===== config.mk =====
export PLATFORM = sky130hd
export DESIGN_NAME = counter_run_ctrl
export DESIGN_NICKNAME = d
export VERILOG_FILES = /design/src/rtl/counter_run_ctrl.sv
export SDC_FILE = /design/constraint.sdc
export NUM_CORES = 1
export LEC_CHECK = 0
export BUFFER_PORTS_ARGS = -buffer_cell sky130_fd_sc_hd__buf_2
export CAP_MARGIN = 20
export CORE_MARGIN = 5
export CORE_UTILIZATION = 32
export DETAILED_ROUTE_END_ITERATION = 8
export GPL_TIMING_DRIVEN = 0
export PLACE_DENSITY = 0.49
export SLEW_MARGIN = 0
export SYNTH_ARGS = -nofsm -noshare
export SYNTH_HDL_FRONTEND = slang
export SYNTH_SLANG_ARGS = --single-unit

===== constraint.sdc =====
create_clock -name clk -period 3.9 [get_ports clk]
set_clock_uncertainty 0.05 [all_clocks]
set_input_delay 0 -clock clk [delete_from_list [all_inputs] [get_ports clk]]
set_output_delay 0 -clock clk [all_outputs]
set_load 0.02 [all_outputs]

===== src/rtl/counter_run_ctrl.sv =====
// Keypad-driven run controller for the BCD ping-pong counter.
// Collects a start value, loads it, then paces the counter with a tick.
module counter_run_ctrl #(
    parameter int FAST_DIV = 22,
    parameter int SLOW_DIV = 24,
    parameter int MAX_VAL  = 99
) (
    input  logic       clk,
    input  logic       reset,
    input  logic       speed,
    input  logic       key_valid,
    input  logic [3:0] key_code,
    output logic       cnt_tick,
    output logic       cnt_load,
    output logic [3:0] load_bcd1,
    output logic [3:0] load_bcd0,
    output logic [3:0] entry_bcd1,
    output logic [3:0] entry_bcd0,
    output logic       running,
    output logic       err,
    output logic [2:0] state
);

    typedef enum logic [2:0] {
        S_IDLE   = 3'd0,
        S_ENTRY  = 3'd1,
        S_LOAD   = 3'd2,
        S_RUN    = 3'd3,
        S_PAUSED = 3'd4
    } state_t;

    localparam logic [3:0] K_START = 4'hA;
    localparam logic [3:0] K_PAUSE = 4'hB;
    localparam logic [3:0] K_CLEAR = 4'hC;

    localparam logic [SLOW_DIV-1:0] SLOW_T = '1;
    localparam logic [SLOW_DIV-1:0] FAST_T = SLOW_T >> (SLOW_DIV - FAST_DIV);
    localparam logic [SLOW_DIV-1:0] P_ONE  = {{(SLOW_DIV-1){1'b0}}, 1'b1};
    localparam logic [7:0]          MAX_V  = 8'(MAX_VAL);

    state_t              r_state;
    logic [SLOW_DIV-1:0] r_presc;
    logic [3:0]          r_ent1;
    logic [3:0]          r_ent0;
    logic [3:0]          r_ld1;
    logic [3:0]          r_ld0;
    logic [1:0]          r_cnt;
    logic                r_tick;
    logic                r_load;
    logic                r_run;
    logic                r_err;

    logic                w_key;
    logic                w_digit;
    logic                w_start;
    logic                w_pause;
    logic                w_clear;
    logic [SLOW_DIV-1:0] w_term;
    logic                w_at_term;
    logic [7:0]          w_val;

    // Key decode, tick terminal and entered value
    always_comb begin
        w_key     = key_valid && (key_code <= K_CLEAR);
        w_digit   = key_valid && (key_code <= 4'd9);
        w_start   = key_valid && (key_code == K_START);
        w_pause   = key_valid && (key_code == K_PAUSE);
        w_clear   = key_valid && (key_code == K_CLEAR);
        w_term    = speed ? FAST_T : SLOW_T;
        w_at_term = (r_presc >= w_term);
        w_val     = ({4'd0, r_ent1} * 8'd10) + {4'd0, r_ent0};
    end

    // Control FSM with registered strobes, entry buffer and prescaler
    always_ff @(posedge clk or negedge reset) begin
        if (!reset) begin
            r_state <= S_IDLE;
            r_presc <= '0;
            r_ent1  <= 4'd0;
            r_ent0  <= 4'd0;
            r_ld1   <= 4'd0;
            r_ld0   <= 4'd0;
            r_cnt   <= 2'd0;
            r_tick  <= 1'b0;
            r_load  <= 1'b0;
            r_run   <= 1'b0;
            r_err   <= 1'b0;
        end else begin
            r_tick <= 1'b0;
            r_load <= 1'b0;
            if (w_key && (r_state != S_LOAD)) r_err <= 1'b0;
            unique case (r_state)
                S_IDLE: begin
                    if (w_digit) begin
                        r_state <= S_ENTRY;
                        r_ent1  <= 4'd0;
                        r_ent0  <= key_code;
                        r_cnt   <= 2'd1;
                    end else if (w_start) begin
                        r_state <= S_RUN;
                        r_run   <= 1'b1;
                        r_presc <= '0;
                    end else if (w_clear) begin
                        r_ent1 <= 4'd0;
                        r_ent0 <= 4'd0;
                    end
                end
                S_ENTRY: begin
                    if (w_digit) begin
                        if (r_cnt == 2'd1) begin
                            r_ent1 <= r_ent0;
                            r_ent0 <= key_code;
                            r_cnt  <= 2'd2;
                        end else begin
                            r_err <= 1'b1;
                        end
                    end else if (w_start) begin
                        if (w_val > MAX_V) begin
                            r_err   <= 1'b1;
                            r_ent1  <= 4'd0;
                            r_ent0  <= 4'd0;
                            r_cnt   <= 2'd0;
                            r_state <= S_IDLE;
                        end else begin
                            r_state <= S_LOAD;
                            r_load  <= 1'b1;
                            r_ld1   <= r_ent1;
                            r_ld0   <= r_ent0;
                        end
                    end else if (w_clear) begin
                        r_ent1  <= 4'd0;
                        r_ent0  <= 4'd0;
                        r_cnt   <= 2'd0;
                        r_state <= S_IDLE;
                    end
                end
                S_LOAD: begin
                    r_state <= S_RUN;
                    r_run   <= 1'b1;
                    r_presc <= '0;
                    r_ent1  <= 4'd0;
                    r_ent0  <= 4'd0;
                    r_cnt   <= 2'd0;
                end
                S_RUN: begin
                    if (w_pause) begin
                        r_state <= S_PAUSED;
                        r_run   <= 1'b0;
                    end else if (w_clear) begin
                        r_state <= S_IDLE;
                        r_run   <= 1'b0;
                        r_presc <= '0;
                    end else if (w_at_term) begin
                        r_tick  <= 1'b1;
                        r_presc <= '0;
                    end else begin
                        r_presc <= r_presc + P_ONE;
                    end
                end
                S_PAUSED: begin
                    if (w_start) begin
                        r_state <= S_RUN;
                        r_run   <= 1'b1;
                    end else if (w_clear) begin
                        r_state <= S_IDLE;
                        r_presc <= '0;
                    end
                end
                default: begin
                    r_state <= S_IDLE;
                    r_run   <= 1'b0;
                    r_presc <= '0;
                end
            endcase
        end
    end

    assign cnt_tick   = r_tick;
    assign cnt_load   = r_load;
    assign load_bcd1  = r_ld1;
    assign load_bcd0  = r_ld0;
    assign entry_bcd1 = r_ent1;
    assign entry_bcd0 = r_ent0;
    assign running    = r_run;
    assign err        = r_err;
    assign state      = r_state;

endmodule


Yosys cells after proc, flatten, opt, wreduce, memory -nomap -nowiden
Index checks and enable logic that the tools add are counted.
- register bits: 49
- bits of input ports: 8
- output and inout port bits: 23
- logic and storage cells: 116
- add/subtract/negate cells: 2
- multiply operators: 1
- $lt $le $gt $ge: 4
- equality and inequality tests: 22
- muxes and demuxes: 59
- bitwise gates (word level): 3
- reduce and logical (&&, ||, !) cells: 14
- operator list (operator ; count):
    24-bit 2-to-1 mux ; 8
    24-bit case mux with 4 select lines ; 1
    4-bit 2-to-1 mux ; 13
    24-bit by 1-bit adder with 24-bit output (second input constant) ; 1
    24-bit >= comparator ; 1
    4-bit case mux with 3 select lines ; 2
    3-bit 2-to-1 mux ; 7
    1-bit 2-to-1 mux ; 18
    3-bit case mux with 5 select lines ; 1
    2-bit 2-to-1 mux ; 7
    2-bit inequality test (second input constant) ; 7
    4-bit equality test (second input constant) ; 3
    3-bit inequality test (second input constant) ; 4
    8-bit by 4-bit adder with 8-bit output ; 1
    8-bit by 7-bit greater-than comparator with 1-bit output (second input constant) ; 1
    4-bit less-or-equal comparator (second input constant) ; 2
    4-bit inequality test (second input constant) ; 2
    4-bit AND reduction ; 2
    4-bit by 3-bit multiplier with 7-bit output (second input constant) ; 1
    3-bit by 2-bit equality test with 1-bit output (second input constant) ; 2
    1-bit logical AND ; 6
    2-bit case mux with 3 select lines ; 1
    6-bit AND reduction ; 1
    1-bit case mux with 5 select lines ; 1
    10 further kinds ; 12

Logic depth before layout (Yosys ltp)
- word-level depth: 8
- gate-level depth with buffers: 11
- gate-level depth less buffers: 9

Least setup slack after synthesis
No wires, ideal clock.
- path kind: reg-to-reg
- from: reg r_ent1[3], in the netlist entry_bcd1[3]
- to: reg r_ld0[1], in the netlist load_bcd0[1]
- library setup time: 125 ps
- arrival time: 2846 ps
- required time: 3725 ps
- path slack: 879 ps
- cell stages (with the launch flop): 11
- path buffers: 1
- period minus slack after synthesis: 3021 ps
- path through: dfrtp_1 > ha_1 > ha_1 > inv_1 > fa_1 > xor2_1 > or3_1 > o311a_1 > o211ai_1 > buf_2 > mux2_2
- word-level cells in the longest chain between the ends: 5
- ends and longest elaborated chain (item ; line ; text):
    start: declaration ; 43 ; logic [3:0] r_ent1;
    start signal: assignment ; 111 ; r_ent1 <= r_ent0;
    4-bit by 3-bit multiplier with 7-bit output ; 71 ; w_val = ({4'd0, r_ent1} * 8'd10) + {4'd0, r_ent0};
    8-bit by 4-bit adder with 8-bit output ; 71 ;
    8-bit by 7-bit greater-than comparator with 1-bit output ; 118 ; if (w_val > MAX_V) begin
    1-bit NOT (no source line) ; -- ;
    4-bit AND reduction (no source line) ; -- ;
    end signal: assignment ; 128 ; r_ld0 <= r_ent0;
    end: declaration ; 46 ; logic [3:0] r_ld0;
No other way between the ends.
A chain may end at the register's enable or synchronous reset.

Worst setup path after layout
- from: reg r_ent1[3], in the netlist entry_bcd1[3]
- to: reg r_state[1], in the netlist state[1]
- word-level cells in the longest chain between the ends: 7
- ends and longest elaborated chain (item ; line ; text):
    4-bit by 3-bit multiplier with 7-bit output ; 71 ;
    8-bit by 4-bit adder with 8-bit output ; 71 ;
    8-bit by 7-bit greater-than comparator with 1-bit output ; 118 ;
    2-bit 2-to-1 mux ; 118 ;
    3-bit 2-to-1 mux ; 117 ; end else if (w_start) begin
    3-bit 2-to-1 mux ; 109 ; if (w_digit) begin
    3-bit case mux with 5 select lines ; 92 ; unique case (r_state)
    end signal: assignment ; 95 ; r_state <= S_ENTRY;
    end signal: assignment ; 123 ; r_state <= S_IDLE;
    end signal: assignment ; 125 ; r_state <= S_LOAD;
    end: declaration ; 41 ; state_t r_state;
No other way between the ends. The select of a mux whose other input is x is not followed.

==> flow_summary_export.csv <==
group,metric,value,unit
grt,antenna_found_initial,0,
timing,finalCritPeriodShare,85.9,%
finish,diodes,0,
placement,numPortBuffers,29,
setup_path,cp_max_fo,10,
floorplan,die-area,12100,sq um
synth,synth-seq-cells,49,
grt,grt_pass1_vias,2758,
floorplan,die_y,110,microns
timing,final-max-slew-violation-count,0,
synth,synth_top_cells_by_count,"dfrtp_1, nor2_1, a21oi_1, nand2_1",
synth,yosysTopAreaCellShare,38.3,%
timing,worst_pin_slew,0.986,ns
grt,grt_start_max_net_pins,32,
clock_network,insertion_delay,0.30,ns
finish,drive_gt1_share,16.6,%
synth,yosys.area.top_type,"dfrtp_1",
synth,syn_nets,371,
setup_path,worst-path-buf-inv,3,
synth,synth_area_per_cell,9.13,sq um
clock_network,htree_num_levels,2,
run_status,status,"complete, no violations",
setup_path,cp_cell_sequence,"ha_1 > ha_1 > inv_1 > fa_1 > nand2b_1 > o311a_1 > nor3_1 > o211ai_1 > buf_2 > buf_2 > a31oi_1",
synth,syn_area,3200,sq um
synth,yosysUniqueCellTypes,63,
floorplan,fp.dieW,110,microns
hold_path,hp-class,"input pin to flop",
clock_network,cts_tree,"yes",
finish,nets,410,
floorplan,ioPinCount,31,
synth,seq_area_frac_synth,38.3,%
finish,fin_cells,524,
clock_network,cts_buffers,5,
floorplan,rows,36,
synth,synth_ff_type,"dfrtp_1",
finish,fin_util,37.6,%
timing,slew_headroom,33.7,%
routing,avgViaCountPerCell,5.55,
placement,dp_hpwl,5930,microns
power,ir_drop,0.000251,V
grt,grt_pass1_wl,13800,microns
setup_path,arrival,3.53,ns
synth,synthCells,351,
timing,finalSetupTns,0,ns
setup_path,max_stage_delay,0.53,ns
setup_path,crit_family,"adder cells",
grt,track_usage,14.4,%
timing,fmax,298,MHz
clock_network,clk_pin_slew_worst_paths,0.10,ns
clock_network,clk_path_buf_depth,2,
job,drv_cap,0,
setup_path,cp.required,4.08,ns
timing,setup_viol,0,
routing,first_iter_violations,123,
routing,drt_wl_total,8190,microns
timing,rsz0062_at_grt,"no",
routing,drc,0,
routing,firstDrtPassIters,4,
placement,place_inst,514,
power,p_leak,1.59,nW
floorplan,start_util,32.8,%
timing,hold_viol_final,0,
timing,min_period,3.35,ns
synth,async_reset_ff_share,100,%
synth,yosysMostFrequentCell,"dfrtp_1",
synth,ys_top_cells_by_area,"dfrtp_1, ha_1, a21oi_1, o21ai_0, nor2_1",
setup_path,cp-end-kind,"flop",
clock_network,post_cts_buffers,0,
synth,synth_edf_count,0,
power,p_per_area,510,nW/um^2
placement,gp_congestion,0.856,
routing,avgRoutedWirePerCell,15.6,microns
finish,nFillCells,1028,
setup_path,criticalPathCategory,"flop to flop",
setup_path,critPathLaunchType,"flop",
clock_network,cts_sinks,49,
setup_path,slowest_stage,"dfrtp_1",
finish,syn_to_final_growth,14.6,%
clock_network,cts_root_buf,"clkbuf_8",
grt,overflow,0,
synth,ys_warn_count,0,
floorplan,core_area,9770,sq um
routing,vias,2909,
routing,final_antenna_net_count,0,
layer usage:
layer  vias up  wire length, microns  track usage [%]
li1       1428                     -                -
met1      1417                  3790             19.1
met2        59                  3990             24.6
met3         5                   348             2.33
met4         0                    60             3.12
met5         -                     0                0
cells in the final DEF, fill, tap and decap left out, types with 4 or more instances in the layout:
master / Yosys / routed
a22o_1: 6 / 6
a31oi_1: 8 / 8
ha_1: 10 / 10
o211ai_1: 5 / 5
buf_6: 5 / 5
dfrtp_1: 49 / 49
nor4_1: 10 / 10
a211oi_1: 4 / 4
nand3_1: 16 / 16
o21ai_0: 20 / 20
a21oi_1: 24 / 24
mux2_2: 8 / 8
a22oi_1: 8 / 8
nand2_1: 22 / 22
a21o_1: 6 / 6
nor3_1: 7 / 7
nand4_1: 6 / 6
inv_1: 20 / 20
or4_1: 5 / 5
o31ai_1: 10 / 10
nor2_1: 25 / 25
and3_1: 4 / 4
buf_2: 4 / 33
clkbuf_1: 8 / 9
clkbuf_8: 0 / 6
a2bb2oi_1: 5 / 5
logic make-up after synthesis:
kind of cell               synth area share [%]
AOI/OAI and AO/OA                          26.6
xor gates and xnor gates                  0.273
adders and majority gates                  5.15
buffers and inverters                      5.66
DFF                                        38.3
muxes                                      2.81
and+or+nand+nor                            21.2
final timing paths:
check	start	to	slack [ns]	cells past startpoint
worst max-delay path	entry_bcd1[3]	state[1]	0.55	11
worst min-delay path	key_code[1]	entry_bcd0[1]	0.12	5
worst max register to register	entry_bcd1[3]	state[1]	0.55	11
worst min register to register	load_bcd0[2]	load_bcd0[2]	0.46	1
max in group asynchronous	reset	load_bcd1[1]	3.12	3
min in group asynchronous	reset	state[2]	0.14	2
through the flow:
step                hold WS (ns)  area, sq um  setup slack (ns)  total power [mW]
detailed placement       -0.0493         3540             0.536              1.50
finish                     0.116         3670             0.550              1.87
global placement           0.257         3520             0.560              1.49
CTS                        0.115         3670             0.497              1.90
global route               0.164         3670             0.263              2.02
floorplan                 -0.346         3200             0.879              1.26
flip-flops by register name, summed over array words and instances (netlist names):
| register | flops |
|---|---|
| r_cnt | 2 |
| entry_bcd1 | 4 |
| state | 3 |
| cnt_load | 1 |
| load_bcd0 | 4 |
| err | 1 |
| entry_bcd0 | 4 |
| load_bcd1 | 4 |
| r_presc | 24 |
| cnt_tick | 1 |
| running | 1 |
timing repair:
action,in CTS,in global routing
hold buffers,2,0
gates resized for setup,0,0
hold endpoints to repair,19,0
tightest hold or removal path, stage by stage:
cell and delay [ns]:
buf_2 0.15, nand3b_1 0.10, nor4_1 0.06, nor2_1 0.08
a21oi_1 0.04
area by class of cell:
type / instances / area (sq um) / share of cell area (%)
multi-input combinational: 265 / 1800 / 48.9
sequential: 49 / 1230 / 33.4
timing repair buffer: 32 / 185 / 5.04
tap: 133 / 166 / 4.53
buffer: 17 / 106 / 2.90
clock buffer: 7 / 86.3 / 2.35
inverter: 20 / 75.1 / 2.04
clock inverter: 1 / 30.0 / 0.818
power by group:
group / leakage [nW] / internal (mW) / switching [mW]
Sequential: 0.671 / 0.601 / 0.113
Combinational: 0.861 / 0.294 / 0.478
Clock: 0.0585 / 0.210 / 0.176
Total: 1.59 / 1.11 / 0.768
Power figures use the tool's default switching activity.
